File: config.mk
export PLATFORM = sky130hd
export DESIGN_NAME = register_wb_arbiter
export DESIGN_NICKNAME = d
export VERILOG_FILES = /design/src/rtl/register_wb_arbiter.sv
export SDC_FILE = /design/constraint.sdc
export NUM_CORES = 1
export LEC_CHECK = 0
export CAP_MARGIN = 20
export CELL_PAD_IN_SITES_DETAIL_PLACEMENT = 2
export CELL_PAD_IN_SITES_GLOBAL_PLACEMENT = 2
export CORE_AREA = 2 2 168 170
export DETAILED_ROUTE_END_ITERATION = 7
export DIE_AREA = 0 0 170 172
export GPL_TIMING_DRIVEN = 1
export PLACE_DENSITY_LB_ADDON = 0.1
export REMOVE_ABC_BUFFERS = 1
export SLEW_MARGIN = 30
export SYNTH_ARGS = -nofsm -noshare
export SYNTH_HDL_FRONTEND = slang
export SYNTH_SLANG_ARGS = --single-unit
File: constraint.sdc
create_clock -name clk_i -period 2.6 [get_ports clk_i]
set_clock_uncertainty 0.2 [all_clocks]
set_input_delay 0.39 -clock clk_i [delete_from_list [all_inputs] [get_ports clk_i]]
set_output_delay 0.39 -clock clk_i [all_outputs]
set_load 0.01 [all_outputs]
File: src/rtl/register_wb_arbiter.sv
// Register-file writeback arbiter: two 2-deep requester FIFOs, round-robin grant, registered write port.
// Per-register in-flight tracking on wb_pending_o is built only when REGWB_PENDING_EN is defined.
module register_wb_arbiter (
   input  logic        clk_i,
   input  logic        rst_ni,
   input  logic        a_valid_i,
   input  logic [4:0]  a_waddr_i,
   input  logic [31:0] a_wdata_i,
   output logic        a_ready_o,
   input  logic        b_valid_i,
   input  logic [4:0]  b_waddr_i,
   input  logic [31:0] b_wdata_i,
   output logic        b_ready_o,
   output logic        wren_o,
   output logic [4:0]  waddr_o,
   output logic [31:0] wdata_o,
   output logic [31:0] wb_pending_o
);

   localparam int unsigned NP    = 2;
   localparam int unsigned DEPTH = 2;
   localparam int unsigned AW    = 5;
   localparam int unsigned DW    = 32;

   logic [NP-1:0] valid, push, pop;
   logic [NP-1:0] ready_q, ready_d;
   logic [AW-1:0] in_addr [NP];
   logic [DW-1:0] in_data [NP];
   logic [1:0]    cnt_q [NP];
   logic [1:0]    cnt_d [NP];
   logic [AW-1:0] addr_q [NP][DEPTH];
   logic [AW-1:0] addr_d [NP][DEPTH];
   logic [DW-1:0] data_q [NP][DEPTH];
   logic [DW-1:0] data_d [NP][DEPTH];
   logic          prio_b_q, prio_b_d;
   logic          gnt_valid, gnt_sel;
   logic [AW-1:0] head_addr;
   logic [DW-1:0] head_data;
   logic          wren_q, wren_d;
   logic [AW-1:0] waddr_q, waddr_d;
   logic [DW-1:0] wdata_q, wdata_d;

   assign valid      = {b_valid_i, a_valid_i};
   assign in_addr[0] = a_waddr_i;
   assign in_addr[1] = b_waddr_i;
   assign in_data[0] = a_wdata_i;
   assign in_data[1] = b_wdata_i;
   assign push       = valid & ready_q;

   // Grant: the only non-empty head, else the port not granted last.
   always_comb begin
      gnt_valid = 1'b0;
      gnt_sel   = 1'b0;
      if (cnt_q[0] != 2'd0 && cnt_q[1] != 2'd0) begin
         gnt_valid = 1'b1;
         gnt_sel   = prio_b_q;
      end else if (cnt_q[0] != 2'd0) begin
         gnt_valid = 1'b1;
         gnt_sel   = 1'b0;
      end else if (cnt_q[1] != 2'd0) begin
         gnt_valid = 1'b1;
         gnt_sel   = 1'b1;
      end
   end

   assign pop       = {gnt_valid & gnt_sel, gnt_valid & ~gnt_sel};
   assign head_addr = addr_q[gnt_sel][0];
   assign head_data = data_q[gnt_sel][0];
   assign prio_b_d  = gnt_valid ? ~gnt_sel : prio_b_q;

   // FIFO update: pop shifts entry 1 down, push lands just after the surviving entries.
   always_comb begin
      ready_d = '0;
      for (int p = 0; p < NP; p++) begin
         cnt_d[p]  = cnt_q[p];
         addr_d[p] = addr_q[p];
         data_d[p] = data_q[p];
         if (pop[p]) begin
            addr_d[p][0] = addr_q[p][1];
            data_d[p][0] = data_q[p][1];
         end
         if (push[p]) begin
            if (cnt_q[p] == 2'd0 || (cnt_q[p] == 2'd1 && pop[p])) begin
               addr_d[p][0] = in_addr[p];
               data_d[p][0] = in_data[p];
            end else begin
               addr_d[p][1] = in_addr[p];
               data_d[p][1] = in_data[p];
            end
         end
         cnt_d[p]   = cnt_q[p] + 2'(push[p]) - 2'(pop[p]);
         ready_d[p] = (cnt_d[p] < 2'(DEPTH));
      end
   end

   // Register x0 is granted like any other write but never enables the write port.
   always_comb begin
      wren_d  = 1'b0;
      waddr_d = waddr_q;
      wdata_d = wdata_q;
      if (gnt_valid) begin
         wren_d  = (head_addr != '0);
         waddr_d = head_addr;
         wdata_d = head_data;
      end
   end

   always_ff @(posedge clk_i or negedge rst_ni) begin
      if (!rst_ni) begin
         for (int p = 0; p < NP; p++) begin
            cnt_q[p] <= '0;
            for (int e = 0; e < DEPTH; e++) begin
               addr_q[p][e] <= '0;
               data_q[p][e] <= '0;
            end
         end
         ready_q  <= '0;
         prio_b_q <= 1'b0;
         wren_q   <= 1'b0;
         waddr_q  <= '0;
         wdata_q  <= '0;
      end else begin
         cnt_q    <= cnt_d;
         addr_q   <= addr_d;
         data_q   <= data_d;
         ready_q  <= ready_d;
         prio_b_q <= prio_b_d;
         wren_q   <= wren_d;
         waddr_q  <= waddr_d;
         wdata_q  <= wdata_d;
      end
   end

   assign a_ready_o = ready_q[0];
   assign b_ready_o = ready_q[1];
   assign wren_o    = wren_q;
   assign waddr_o   = waddr_q;
   assign wdata_o   = wdata_q;

`ifdef REGWB_PENDING_EN
   localparam int unsigned NREG = 32;

   logic [NREG-1:0] pend_q, pend_d;

   // Pending map built from next-state contents so it lines up with the registered outputs.
   always_comb begin
      pend_d = '0;
      for (int p = 0; p < NP; p++) begin
         for (int e = 0; e < DEPTH; e++) begin
            if (cnt_d[p] > 2'(e)) begin
               pend_d[addr_d[p][e]] = 1'b1;
            end
         end
      end
      if (wren_d) begin
         pend_d[waddr_d] = 1'b1;
      end
      pend_d[0] = 1'b0;
   end

   always_ff @(posedge clk_i or negedge rst_ni) begin
      if (!rst_ni) begin
         pend_q <= '0;
      end else begin
         pend_q <= pend_d;
      end
   end

   assign wb_pending_o = pend_q;
`else
   assign wb_pending_o = '0;
`endif

endmodule

== After elaboration in Yosys (flattened, before gate mapping) ==
Cells that the tools add are included.
Cells by class
  equal/unequal tests: 2
  mux-type cells: 28
  bitwise operators: 7
  reduce and logical (&&, ||, !) cells: 12
  shifts and indexed selects: 0
  div/mod/pow operators: 0
  add/subtract/negate cells: 4
  multipliers: 0
  order comparisons: 3
Operator list (count)
  64-bit two-way mux: 5
  32-bit two-way mux: 6
  10-bit two-way mux: 5
  5-bit two-way mux: 6
  1-bit two-way mux: 6
  5-bit nonzero test: 1
  2-bit by 1-bit adder with 2-bit output: 2
  2-bit by 1-bit equality test with 1-bit output (second input constant): 2
  2-bit logical NOT: 2
  2-bit < comparator (second input constant): 2
  2-bit AND reduction: 2
  2-bit nonzero test: 2
  2-bit by 1-bit subtractor with 2-bit output: 2
  1-bit logical AND: 3
  1-bit inverter: 3
  1-bit bitwise AND: 2
  2-bit bitwise AND: 1
  2-bit greater-or-equal comparator (second input constant): 1
  1-bit logical OR: 2
  1-bit inverter with 2-bit output: 1
Word-level totals
  latch bits: 0
  input port bits: 78
  bits in writable memories: 0
  memories: 0
  register bits after elaboration: 193
  ROM bits: 0

== Depth between registers and ports, before layout ==
Gate-level depths: netlist of the first run.
  depth after elaboration: 10
  depth in mapped cells: 13
  depth with buffers taken out: 9

== Worst setup path after synthesis of the first run ==
OpenSTA, ideal clock, no wires.
  path type: reg2reg
  start: reg cnt_q[2] (netlist bit)
  end: reg cnt_q[1] (netlist bit)
  arrival time: 2.131 ns
  path slack: 0.149 ns
  data required time: 2.279 ns
  cell stages (with the launch flop): 14
  period minus slack after synthesis: 2.451 ns
  cells stage by stage: dfrtp_1 -> buf_6 -> o21ba_4 -> or2_1 -> buf_6 -> clkinv_2 -> buf_6 -> buf_6 -> ha_1 -> inv_1 -> ha_1 -> xnor2_1 -> xor2_1 -> inv_1
RTL lines
  start: declaration: RTL line 29  | logic [1:0] cnt_q [NP];
  start signal: assignment: RTL line 123  | cnt_q <= cnt_d;

==> results of run 1 <==
==> per-stage QoR <==
| step | hold WS [ns] | total power [uW] | cells |
|---|---|---|---|
| finish | 0.296 | 15100 | 1171 |
| global route | 0.321 | 16300 | 1171 |
| CTS | 0.299 | 15400 | 1171 |
| detailed placement | 0.269 | 12500 | 1138 |
| global placement | 0.255 | 12100 | 1138 |
| floorplan | -0.106 | 9430 | 649 |
==> worst max-delay path: cells and delay by family, from the launching register on <==
family	cells	cell delay (ns)
XOR/XNOR	2	0.37
adder cells (fa/ha/maj)	2	0.40
buffers and inverters	3	0.20
flip-flops	1	0.54
AND/OR/NAND/NOR	2	0.42
==> state kept, by name, summed over array words and instances (netlist names) <==
register,count
prio_b_q,1
data_q,128
wren_o,1
cnt_q,4
addr_q,20
waddr_o,5
wdata_o,32
ready_q,2
==> cells by family after synthesis <==
kind of cell | after synthesis
and+or+nand+nor | 105
muxes | 74
buffers and inverters | 121
xor gates and xnor gates | 3
DFF | 193
other | 1
AOI/OAI and AO/OA | 200
adders and majority gates | 3
==> layout make-up <==
class,count,area [sq um],area share
clock inverters,14,184,0.0175
well taps,346,433,0.0412
multi-input cells,417,2960,0.282
flip-flops and latches,193,4830,0.460
clock buffers,18,439,0.0418
repair buffers,144,1510,0.143
inverters,39,148,0.0141
==> cell usage in the layout (no fill, tap or decap) <==
| cell | instances |
|---|---|
| o21a_4 | 1 |
| or2_2 | 1 |
| a211oi_4 | 2 |
| nor4_2 | 1 |
| nand2_1 | 84 |
| o21ai_4 | 1 |
| xnor2_1 | 1 |
| clkbuf_8 | 2 |
| dfrtp_1 | 193 |
| nand2b_2 | 1 |
| a222oi_1 | 32 |
| o21ai_0 | 3 |
| buf_12 | 10 |
| conb_1 | 32 |
| mux2_2 | 74 |
| nor3_1 | 4 |
| clkinv_8 | 4 |
| clkinv_2 | 1 |
| nor2_4 | 2 |
| inv_8 | 4 |
| clkdlybuf4s50_1 | 116 |
| nand2_2 | 2 |
| a21oi_1 | 86 |
| a2bb2oi_1 | 74 |
| buf_4 | 16 |
| bufinv_16 | 1 |
| inv_6 | 4 |
| o21ba_4 | 1 |
| or4_1 | 2 |
| ha_1 | 3 |
| inv_1 | 38 |
| clkbuf_16 | 17 |
| clkinv_4 | 1 |
| xor2_1 | 2 |
| dlygate4sd3_1 | 1 |
| nor2_1 | 8 |
==> worst min path at each step <==
stage / startpoint / to / slack, ns / depth (start not counted)
2_1_floorplan: rst_ni / addr_q[0]$_DFFE_PN0P_ / -0.11 / 0
3_3_place_gp: rst_ni / data_q[70]$_DFFE_PN0P_ / 0.26 / 1
3_5_place_dp: rst_ni / data_q[70]$_DFFE_PN0P_ / 0.27 / 1
4_1_cts: wdata_o[29]$_DFFE_PN0P_ / wdata_o[29]$_DFFE_PN0P_ / 0.30 / 2
5_1_grt: wdata_o[29]$_DFFE_PN0P_ / wdata_o[29]$_DFFE_PN0P_ / 0.32 / 2
6_report: wdata_o[29]$_DFFE_PN0P_ / wdata_o[29]$_DFFE_PN0P_ / 0.30 / 2
==> power by group <==
part           internal, uW  switching [uW]
Combinational          3100            3700
Clock                  1420            1310
Sequential             4620             957
Total                  9140            5970
==> metal layers <==
| layer | vias to the layer above | wire [um] | track usage |
|---|---|---|---|
| met2 | 152 | 13200 | 0.328 |
| met3 | 15 | 858 | 0.0293 |
| met1 | 3209 | 11300 | 0.235 |
| li1 | 2670 | - | - |
| met5 | - | 0 | 0 |
| met4 | 0 | 239 | 0.0431 |
==> flow_summary.json, run 1 <==
{
  "muxShareOfSynthArea": 0.0999,
  "cp_max_fo": 7,
  "setup_viol": 0,
  "critical_path_required_ns": 2.72,
  "endpoint_kind": "flip-flop",
  "synthSimpleGateAreaFrac": 0.0503,
  "synth.ff_latch_count": 193,
  "grt_setup_unrepaired": "false",
  "cts_tree": "done",
  "synthTopCellsByCount": "dfrtp_1, a21oi_1, nand2_1",
  "finalHoldViolCount": 0,
  "setup_slack_ns": 0.357,
  "crit_path_cell_trace": "nor2_1 -> or2_2 -> clkinv_2 -> ha_1 -> inv_1 -> ha_1 -> xnor2_1 -> xor2_1 -> inv_1",
  "cpPeakStageDelay_ns": 0.54,
  "worstPathArrival_ns": 2.36,
  "ant_nets": 0,
  "drt_first_pass_iters": 7,
  "yosys-top-cells-area": "dfrtp_1, mux2_2, a2bb2oi_1",
  "num_vias": 6046,
  "fillCellCount": 2866,
  "power_per_cell_area_mw_per_mm2": 1440,
  "rr_endpoint": "cnt_q[1]$_DFF_PN0_",
  "gp_congestion": 0.713,
  "cts_sinks": 193,
  "via_per_inst": 5.16,
  "postCtsHoldBufs": 1,
  "clockBufferDepth": 2,
  "yosysWarnings": 0,
  "reg2reg_setup_slack_ns": 0.36,
  "worstSetupPathType": "flip-flop to flip-flop",
  "initial_core_util": 0.303,
  "h-tree-depth": 4,
  "synth-edff-count": 0,
  "synthCells": 700,
  "r2r_cells": 9,
  "core_sq_mm": 0.0275,
  "clkTransAtPathRegs_ns": 0.08,
  "r2r-start": "cnt_q[1]$_DFF_PN0_",
  "dpl.hpwl_um": 16200,
  "synth.most_common_cell": "dfrtp_1",
  "yosysSeqAreaShare": 0.579,
  "totalWireLength_um": 25600,
  "grt_usage": 0.184,
  "grt_pass1_vias": 6863,
  "area_growth_pct": 25.9,
  "grt_max_degree": 76,
  "post-route-period-util": 0.863,
  "postCtsSetupBuffers": 0,
  "grt_pass1_wl_um": 40600,
  "cts_buffers": 17,
  "cp-start-kind": "flip-flop",
  "finalCriticalPeriod_ns": 2.24,
  "cap_viol_max_count": 0,
  "num_antenna_cells": 0,
  "tightest_slew_ns": 0.654,
  "synth_xor_area_frac": 0.00315,
  "final_max_slew_viol_count": 0,
  "crit_slowest_cell": "dfrtp_1",
  "dpl-instance-area_sq_mm": 0.00987,
  "synth_compound_area_frac": 0.179,
  "status": "completed",
  "fin_area_sq_mm": 0.0105,
  "ys_async_sr_fraction": 1.00,
  "relSlewSlack": 0.564,
  "die_h_um": 172,
  "io_pins": 150,
  "synth.distinct_cells": 29,
  "route.detailed.wl_per_inst_um": 21.9,
  "synth_top_area_share": 0.579,
  "yosysTopAreaCell": "dfrtp_1",
  "dieWidth_um": 170,
  "drive_gt1_frac": 0.177,
  "cp-startpoint": "cnt_q[1]$_DFF_PN0_",
  "rows": 61,
  "synthAdderAreaFrac": 0.00450,
  "fmax_ghz": 0.446,
  "drt_iter0_markers": 382,
  "port_buffers": 117,
  "overflow": 0,
  "syn_area_sq_mm": 0.00834,
  "synth_top_family_by_area": "compound AO/OA/AOI/OAI gates",
  "syn_avg_cell_area_sq_um": 11.9,
  "root_buffer": "clkbuf_16",
  "hp-class": "flip-flop to flip-flop",
  "fin_setup_tns_ns": 0,
  "dieArea_sq_mm": 0.0292,
  "cp-endpoint": "cnt_q[1]$_DFF_PN0_",
  "nNetsFinal": 893,
  "synthFlopType": "dfrtp_1",
  "drc": 0,
  "p_leak_uw": 0.00463,
  "pre_cts_ws_ns": 0.333,
  "ir_worst_vdd_mv": 0.581,
  "cts_resized": 0,
  "antenna_found_initial": 0,
  "fin_util": 0.382,
  "clk-insertion-delay-late_ns": 0.43
}
No activity file was read; power rests on OpenSTA's default activity.
==> run 2: changes to the inputs <==
--- a/config.mk
+++ b/config.mk
@@ -18,3 +18,4 @@
 export SYNTH_ARGS = -nofsm -noshare
 export SYNTH_HDL_FRONTEND = slang
 export SYNTH_SLANG_ARGS = --single-unit
+export TNS_END_PERCENT = 50
==> results of run 2 <==
No change in the layout: final DEF, timing and power equal those of run 1.
